==> src/rtl/adsr_envelope.sv <==
// -----------------------------------------------------------------------------
// adsr_envelope
//   Amplitude stage that sits after the oscillator output mux. It replaces a
//   hard on/off key gate with an attack/decay/sustain/release envelope and
//   scales the selected signed sample by the current envelope level. The scaled
//   sample is registered before it goes to the DAC / I2S path.
//
// Ports
//   clk_48kHz  in   1            sample clock, one sample per cycle
//   rst_n      in   1            synchronous reset, active low
//   gate_i     in   1            key held (level), 1 = note on
//   sample_i   in   WIDTH_P      signed oscillator sample
//   sample_o   out  WIDTH_P      signed enveloped sample (1 clock latency)
//   env_o      out  ENV_WIDTH_P  current envelope level (0xFFFF ~= 1.0)
//   state_o    out  3            0 IDLE, 1 ATTACK, 2 DECAY, 3 SUSTAIN, 4 RELEASE
//   active_o   out  1            1 whenever the envelope is not IDLE
// -----------------------------------------------------------------------------
module adsr_envelope #(
    parameter int                     WIDTH_P        = 24,
    parameter int                     ENV_WIDTH_P    = 16,
    parameter logic [ENV_WIDTH_P-1:0] ATTACK_STEP_P  = 16'h0100,
    parameter logic [ENV_WIDTH_P-1:0] DECAY_STEP_P   = 16'h0010,
    parameter logic [ENV_WIDTH_P-1:0] SUSTAIN_P      = 16'hC000,
    parameter logic [ENV_WIDTH_P-1:0] RELEASE_STEP_P = 16'h0008
) (
    input  logic                   clk_48kHz,
    input  logic                   rst_n,
    input  logic                   gate_i,
    input  logic [WIDTH_P-1:0]     sample_i,
    output logic [WIDTH_P-1:0]     sample_o,
    output logic [ENV_WIDTH_P-1:0] env_o,
    output logic [2:0]             state_o,
    output logic                   active_o
);

    typedef enum logic [2:0] {
        ST_IDLE    = 3'd0,
        ST_ATTACK  = 3'd1,
        ST_DECAY   = 3'd2,
        ST_SUSTAIN = 3'd3,
        ST_RELEASE = 3'd4
    } state_e;

    localparam logic [ENV_WIDTH_P-1:0] ENV_MAX = '1;

    state_e                   state_q, state_d;
    logic [ENV_WIDTH_P-1:0]   env_q, env_d;
    logic [WIDTH_P-1:0]       sample_q, sample_d;

    // One extra bit on the envelope arithmetic so saturation and underflow are
    // detected instead of wrapping.
    logic [ENV_WIDTH_P:0]     attack_sum;
    logic [ENV_WIDTH_P:0]     decay_diff;

    assign attack_sum = {1'b0, env_q} + {1'b0, ATTACK_STEP_P};
    assign decay_diff = {1'b0, env_q} - {1'b0, DECAY_STEP_P};

    // ---------------------------------------------------------------------
    // Next-state / next-envelope logic
    // ---------------------------------------------------------------------
    always_comb begin
        // NOTE: every variable gets a default first so no path through the
        // case statement can infer a latch.
        state_d = state_q;
        env_d   = env_q;

        unique case (state_q)
            ST_IDLE: begin
                env_d = '0;
                if (gate_i) begin
                    state_d = ST_ATTACK;
                end
            end

            ST_ATTACK: begin
                if (!gate_i) begin
                    state_d = ST_RELEASE;
                end else if (attack_sum >= {1'b0, ENV_MAX}) begin
                    env_d   = ENV_MAX;
                    state_d = ST_DECAY;
                end else begin
                    env_d = attack_sum[ENV_WIDTH_P-1:0];
                end
            end

            ST_DECAY: begin
                if (!gate_i) begin
                    state_d = ST_RELEASE;
                end else if (decay_diff[ENV_WIDTH_P] ||
                             (decay_diff[ENV_WIDTH_P-1:0] <= SUSTAIN_P)) begin
                    // Top bit set means the subtraction borrowed: clamp too.
                    env_d   = SUSTAIN_P;
                    state_d = ST_SUSTAIN;
                end else begin
                    env_d = decay_diff[ENV_WIDTH_P-1:0];
                end
            end

            ST_SUSTAIN: begin
                if (!gate_i) begin
                    state_d = ST_RELEASE;
                end
            end

            ST_RELEASE: begin
                if (gate_i) begin
                    // Retrigger continues from the current level, no click.
                    state_d = ST_ATTACK;
                end else if (env_q <= RELEASE_STEP_P) begin
                    env_d   = '0;
                    state_d = ST_IDLE;
                end else begin
                    env_d = env_q - RELEASE_STEP_P;
                end
            end

            default: begin
                env_d   = '0;
                state_d = ST_IDLE;
            end
        endcase
    end

    // ---------------------------------------------------------------------
    // Sample scaling: signed sample times non-negative envelope fraction.
    // The envelope is zero-extended to a positive signed operand; the
    // arithmetic shift floors, so |result| never exceeds |sample_i|.
    // ---------------------------------------------------------------------
    logic signed [WIDTH_P+ENV_WIDTH_P:0] product;

    assign product  = $signed(sample_i) * $signed({1'b0, env_q});
    assign sample_d = WIDTH_P'(product >>> ENV_WIDTH_P);

    // ---------------------------------------------------------------------
    // Registers
    // ---------------------------------------------------------------------
    always_ff @(posedge clk_48kHz) begin
        // NOTE: sequential state uses non-blocking assignments so every
        // register samples the pre-edge values of the others.
        if (!rst_n) begin
            state_q  <= ST_IDLE;
            env_q    <= '0;
            sample_q <= '0;
        end else begin
            state_q  <= state_d;
            env_q    <= env_d;
            sample_q <= sample_d;
        end
    end

    assign sample_o = sample_q;
    assign env_o    = env_q;
    assign state_o  = state_q;
    assign active_o = (state_q != ST_IDLE);

endmodule

==> config.mk <==
export PLATFORM = sky130hd
export DESIGN_NAME = adsr_envelope
export DESIGN_NICKNAME = d
export VERILOG_FILES = /design/src/rtl/adsr_envelope.sv
export SDC_FILE = /design/constraint.sdc
export NUM_CORES = 1
export LEC_CHECK = 0
export BUFFER_PORTS_ARGS = -buffer_cell sky130_fd_sc_hd__buf_2
export CAP_MARGIN = 10
export CORE_MARGIN = 2
export CORE_UTILIZATION = 55
export CTS_CLUSTER_DIAMETER = 100
export DETAILED_ROUTE_END_ITERATION = 12
export PLACE_DENSITY_LB_ADDON = 0.1
export REMOVE_ABC_BUFFERS = 1
export SLEW_MARGIN = 20
export SYNTH_ARGS = -nofsm -noshare
export SYNTH_HDL_FRONTEND = slang
export SYNTH_SLANG_ARGS = --single-unit
==> constraint.sdc <==
create_clock -name clk_48kHz -period 7.59 [get_ports clk_48kHz]
set_input_delay 0 -clock clk_48kHz [delete_from_list [all_inputs] [get_ports clk_48kHz]]
set_output_delay 0 -clock clk_48kHz [all_outputs]
set_load 0.01 [all_outputs]
==> results of run 1 <==
==> routing by layer <==
| metal | share of wire [%] | vias to the layer above | routed length [um] |
|---|---|---|---|
| met1 | 42 | 5694 | 16300 |
| met4 | 2.5 | 0 | 952 |
| met2 | 50 | 325 | 19400 |
| li1 | - | 5134 | - |
| met3 | 5.6 | 60 | 2190 |
| met5 | 0 | - | 0 |
==> placed cells by master (no fill, tap or decap), types with 7 or more instances in the layout <==
master    count
nand2_1     227
inv_1       419
nand3_1      17
nor2_1       58
o21ai_0      31
a21o_1        8
buf_2        70
xor2_1       16
dfxtp_1      39
and3_1        8
fa_1        361
xnor2_1      34
and2_1      153
a211oi_1      7
buf_4        28
ha_1        106
a21oi_1      42
nor3_1       10
==> final timing paths <==
check              from      endpoint  slack [ns]  cells after the start
max reg2reg   env_o[12]  sample_o[23]        0.59                     21
min reg2reg  state_o[1]    state_o[0]        0.63                      2
max           env_o[12]  sample_o[23]        0.59                     21
min               rst_n     env_o[10]        0.07                      3
==> state kept, by name, summed over array words and instances (netlist names) <==
| name | flops |
|---|---|
| sample_o | 24 |
| env_o | 14 |
| state_o | 3 |
==> through the flow <==
step	utilization [%]	std cells	total power (uW)
after floorplan	-	1644	328
after global placement	58.9	2114	410
after detailed placement	58.9	2114	412
after CTS	59.6	2123	677
after global routing	59.6	2123	703
final	59.6	2124	667
==> cells by family after synthesis <==
| group | count (synthesis) |
|---|---|
| AO/OA/AOI/OAI | 146 |
| XOR/XNOR | 50 |
| adder cells (fa/ha/maj) | 468 |
| buffers and inverters | 500 |
| flip-flops | 41 |
| multiplexers | 1 |
| AND/OR/NAND/NOR | 516 |
==> power breakdown <==
group          switching, uW  total (uW)  internal [uW]
Clock                    102         259            156
Sequential              6.43         226            220
Combinational            122         182           59.6
==> layout make-up <==
type / count / area share (%)
Inverter: 422 / 9.81
Sequential cell: 41 / 5.10
Clock inverter: 2 / 0.240
Clock buffer: 6 / 0.798
Timing Repair Buffer: 99 / 3.53
Antenna cell: 1 / 0.0155
Tap cell: 372 / 2.88
Multi-Input combinational cell: 1181 / 77.6
==> timing repair <==
item,4_1_cts,5_1_grt
endpoints found under the hold margin,2,0
hold buffers,1,0
resized for setup,0,1
setup endpoints to repair,0,1
==> worst reg2reg max path: stages (launching register included) <==
cell	delay, ns
dfxtp_1	0.94
buf_4	0.42
nand2_1	0.13
fa_1	0.40
inv_1	0.07
fa_1	0.44
fa_1	0.60
fa_1	0.46
fa_1	0.50
inv_1	0.05
fa_1	0.47
inv_1	0.05
ha_1	0.33
nand2_1	0.08
o21ai_0	0.31
a211oi_1	0.15
a211oi_2	0.53
a32oi_1	0.28
and2b_1	0.27
o21ai_1	0.16
xnor2_1	0.13
nor2_1	0.05
==> summary.txt, run 1 <==
Outcome
  • Status: finished, final reports clean

Setup path
  • Slowest cell on crit path: dfxtp_1
  • Buffer and inverter count on the worst path: 4
  • Cell chain of the critical path: buf_4, nand2_1, fa_1, inv_1, fa_1, fa_1, fa_1, fa_1, inv_1, fa_1, inv_1, ha_1, nand2_1, o21ai_0, a211oi_1, a211oi_2, a32oi_1, and2b_1, o21ai_1, xnor2_1, nor2_1
  • Critical Path AT: 7.16 ns
  • Crit Path Class: register to register
  • CP Max Fanout: 21
  • Most frequent CP cell: fa_1
  • Worst EP required: 7.75 ns
  • Kind of cell adding the most delay to the critical path: adder cells
  • CP Capture Type: register
  • Nature of the critical path startpoint: register
  • Critical Path Max Stage Delay: 0.94 ns

GRT
  • Grt total ovfl: 0
  • Antenna violations before repair: 1
  • Overall routing resource usage: 29.4%
  • GR peak layer: met2
  • M3 GR Usage: 4.70%
  • Met2 Track Usage GR: 50.4%
  • GR Util met1: 39.0%
  • First-pass GRT wire length: 64900 um
  • Pin count of the biggest net entering global routing: 34
  • Vias in the first global route: 12168

STA
  • RSZ-0062 raised after global routing: false
  • Worst Hold Slack: 0.0697 ns
  • Max Fclk: 0.143 GHz
  • Relative slew slack: 31.8%
  • Final Critical Period: 7.00 ns
  • Setup tns final: 0 ns
  • Slew @ Worst Pin: 1.02 ns
  • Final Max Slew Viols: 0
  • Final worst setup slack: 0.594 ns
  • Final Hold Fails: 0
  • Clock skew: 0.00636 ns
  • Tcrit/Tclk final: 92.2%
  • Setup Viol. Count Final: 0

Logic synthesis
  • Register area share after synthesis: 5.38%
  • #FFs+latches synth: 41
  • Top cells by count, synth: inv_1, fa_1, nand2_1
  • Compound-Gate Fraction of Synth Area: 6.32%
  • Synth area leader: fa_1
  • Synth warnings: 0
  • Post-synth EDFFs: 0
  • Synth async-reset ratio: 0%
  • Synth area leaders: fa_1, inv_1, ha_1
  • Synth Area in Adders: 56.2%
  • Most frequent cell after synthesis: inv_1
  • Post-synth top flop: dfxtp_1
  • Top cell type's share of synthesized area: 47.4%
  • Synthesized cell area: 15200 sq um
  • Largest family of logic cells by synthesized area: adder cells
  • Post-synthesis mux area share: 0.0656%
  • Syn avg cell area: 8.86 sq um
  • Unique cell type count in the Yosys netlist: 71
  • Gate Count Post-Synth: 1722
  • XOR/XNOR Fraction of Synth Area: 2.87%
  • Post-synthesis simple-gate area fraction: 16.8%

Drt
  • DR vias: 11213
  • Routed WL: 38800 um
  • Detailed-route wire length per cell: 18.3 um
  • DRT iter0 DRCs: 666
  • Routed vias/inst: 5.28
  • DRT antenna net count: 0
  • DR pass1 iterations: 5
  • DRC viols: 0

Floorplanning
  • Core Area: 27100 sq um
  • DIE WIDTH: 171 um
  • Placement row count: 60
  • Initial core utilization: 56.3%
  • Die Height: 171 um
  • Die Footprint: 29100 sq um
  • IO Count: 71

Finish
  • Layout cells sized above 1: 7.08%
  • Area added between synthesis and finish: 5.92%
  • Finished Cell Area: 16200 sq um
  • Fillers: 2489
  • Register area: 823 sq um
  • Area of the multi-input gates: 12500 sq um
  • Layout Nets: 2244

Place
  • Setup WS pre-CTS: 0.541 ns
  • Hpwl dp: 31600 um
  • # port buffers: 70
  • Placement-stage cell area: 16000 sq um
  • Final GP Congestion: 0.901

Clock network
  • CTS root buf: clkbuf_16
  • Worst-Skew Late Latency: 0.30 ns
  • CTS buffer count: 5
  • CTS max path bufs: 2
  • # Post-CTS Setup Buffers: 0
  • Clock Sink Count: 41
  • CTS H-tree depth: 2
  • Clk pin slew, worst setup/hold paths: 0.07 ns
  • CTS tree: yes

Power
  • PwrDens: 41.3 nW/um^2
  • VDD IR-drop max: 0.0893 mV
  • Leak: 0.00859 uW

Min path
  • Worst hold path type: input pin to register

Run
  • # Max-Cap Violations: 0
Note: power is estimated with default switching activity, not from simulation.
==> run 2: changes to the inputs <==
Settings changed: CORE_MARGIN 2 to unset.
==> summary.txt, run 2 (synthesis results as in run 1) <==
Clock network
  • CTS H-tree depth: 2 (unchanged)
  • # Post-CTS Setup Buffers: 0 (unchanged)
  • Hold buffers post-CTS: 1 (unchanged)
  • CTS root buf: clkbuf_16 (unchanged)
  • Post-CTS sizing: 0 (unchanged)
  • Worst-Skew Late Latency: 0.29 ns (was 0.30 ns)
  • Clock Sink Count: 41 (unchanged)
  • CTS max path bufs: 2 (unchanged)
  • CTS tree: yes (unchanged)
  • Clk pin slew, worst setup/hold paths: 0.06 ns (was 0.07 ns)
  • CTS buffer count: 5 (unchanged)

GRT
  • Overall routing resource usage: 28.8% (was 29.4%)
  • Grt total ovfl: 0 (unchanged)
  • Met2 Track Usage GR: 51.8% (was 50.4%)
  • Vias in the first global route: 12248 (was 12168)
  • Pin count of the biggest net entering global routing: 34 (unchanged)
  • GR Util met1: 37.4% (was 39.0%)
  • GR peak layer: met2 (unchanged)
  • Antenna violations before repair: 0 (was 1)
  • M3 GR Usage: 2.41% (was 4.70%)
  • First-pass GRT wire length: 63300 um (was 64900 um)

Finish
  • Ant. Diodes: 0 (was 1)
  • Layout cells sized above 1: 6.93% (was 7.08%)
  • Commonest cells after routing, fill and taps aside: inv_1, fa_1, nand2_1, and2_1, ha_1 (unchanged)
  • Core Util, Final: 59.4% (was 59.6%)
  • Commonest non-fill, non-tap cell in the layout: inv_1 (unchanged)
  • Register area: 822 sq um (was 823 sq um)
  • Area of the multi-input gates: 12500 sq um (unchanged)
  • Layout Nets: 2240 (was 2244)
  • Area added between synthesis and finish: 5.56% (was 5.92%)
  • Number of flip-flops in the largest register: 24 (unchanged)
  • Fillers: 2478 (was 2489)

STA
  • RSZ-0062 raised after global routing: false (unchanged)
  • Final worst setup slack: 0.552 ns (was 0.594 ns)
  • Tcrit/Tclk final: 92.7% (was 92.2%)
  • Final Critical Period: 7.04 ns (was 7.00 ns)
  • Slew @ Worst Pin: 1.11 ns (was 1.02 ns)
  • Setup tns final: 0 ns (unchanged)
  • Max Fclk: 0.142 GHz (was 0.143 GHz)
  • Final Max Slew Viols: 0 (unchanged)
  • Final Hold Fails: 0 (unchanged)
  • Setup Viol. Count Final: 0 (unchanged)
  • Relative slew slack: 25.6% (was 31.8%)
  • Clock skew: 0.00549 ns (was 0.00636 ns)

Drt
  • DRT iter0 DRCs: 770 (was 666)
  • DRT antenna net count: 0 (unchanged)
  • Routed WL: 37700 um (was 38800 um)
  • Routed vias/inst: 5.38 (was 5.28)
  • DR pass1 iterations: 5 (unchanged)
  • DRC viols: 0 (unchanged)
  • Detailed-route wire length per cell: 17.8 um (was 18.3 um)
  • DR vias: 11399 (was 11213)

Min path
  • Hold Crit Start: rst_n (unchanged)
  • Hold endpoint: state_o[0] (was env_o[10])
  • Cells on Worst Hold Path: 3 (unchanged)
  • Worst hold path type: input pin to register (unchanged)

Floorplanning
  • DIE WIDTH: 169 um (was 171 um)
  • Core Area: 27100 sq um (unchanged)
  • IO Count: 71 (unchanged)
  • Die Footprint: 28400 sq um (was 29100 sq um)
  • Die Height: 169 um (was 171 um)
  • Placement row count: 60 (unchanged)
  • Initial core utilization: 56.3% (unchanged)

Setup path
  • Critical Path AT: 7.20 ns (was 7.16 ns)
  • Worst EP required: 7.75 ns (about the same)
  • CP Max Fanout: 22 (was 21)
  • Crit Path Class: register to register (unchanged)
  • R2R cell count: 20 (was 21)
  • Reg2reg end: sample_o[23] (unchanged)
  • Nature of the critical path startpoint: register (unchanged)
  • CP Capture Type: register (unchanged)
  • RR Startpoint: env_o[4] (was env_o[12])
  • Reg2Reg Setup Slack: 0.55 ns (was 0.59 ns)

Place
  • # port buffers: 70 (unchanged)
  • Hpwl dp: 31200 um (was 31600 um)
  • Setup WS pre-CTS: 0.668 ns (was 0.541 ns)
  • Final GP Congestion: 0.894 (was 0.901)

Outcome
  • Status: finished, final reports clean (unchanged)

Power
  • PwrDens: 38.6 nW/um^2 (was 41.3 nW/um^2)
  • VDD IR-drop max: 0.0742 mV (was 0.0893 mV)
  • Leak: 0.00855 uW (was 0.00859 uW)

Run
  • # Max-Cap Violations: 0 (unchanged)
run 2: area by class of cell:
cell class              instances  area share, %
clock buffers                   5          0.777
clock inverters                 3          0.140
inverters                     422           9.84
multi-input cells            1181           77.9
flip-flops and latches         41           5.11
well taps                     372           2.89
repair buffers                 95           3.36
run 2: how the worst max path moves through the flow:
stage,endpoint,from,cells after the start,slack (ns)
floorplan,sample_o[22],env_o[1],21,0.94
global placement,sample_o[22],env_o[4],20,0.79
detailed placement,sample_o[22],env_o[1],20,0.67
CTS,sample_o[22],env_o[1],20,0.62
global route,sample_o[22],env_o[1],20,0.21
finish,sample_o[23],env_o[4],20,0.55
run 2: routing by layer:
layer,up-vias,part of all wire [%]
met5,-,0
met4,0,3.1
met3,68,4.3
met2,308,51
met1,5898,41
li1,5125,-
run 2: where the power goes:
group	switching, uW	internal, uW	total, uW
Combinational	119	59.2	178
Clock	94.7	122	217
Sequential	7.10	220	227
Total	220	401	622
run 2: critical path, stage by stage, from the launching register on:
cell and delay (ns):
dfxtp_1 1.06, nand2_1 0.16, fa_1 0.51, fa_1 0.51, fa_1 0.52, inv_1 0.05, fa_1 0.49, fa_1 0.53
inv_1 0.06, fa_1 0.49, inv_1 0.04, ha_1 0.33, a211oi_1 0.34, o21ai_0 0.19, a2111oi_1 0.46, a211oi_2 0.16
a32oi_1 0.40, and2b_1 0.26, o21ai_1 0.11, xnor2_1 0.17, nor2_1 0.05
run 2: per-stage QoR:
| step | cells | area, sq um | power [uW] | hold slack, ns |
|---|---|---|---|---|
| after CTS | 2119 | 16100 | 627 | 0.0784 |
| after global routing | 2119 | 16100 | 657 | 0.100 |
| after floorplan | 1644 | 14900 | 328 | 0.139 |
| final | 2119 | 16100 | 622 | 0.0903 |
| after global placement | 2110 | 15900 | 407 | 0.298 |
| after detailed placement | 2110 | 15900 | 408 | 0.297 |
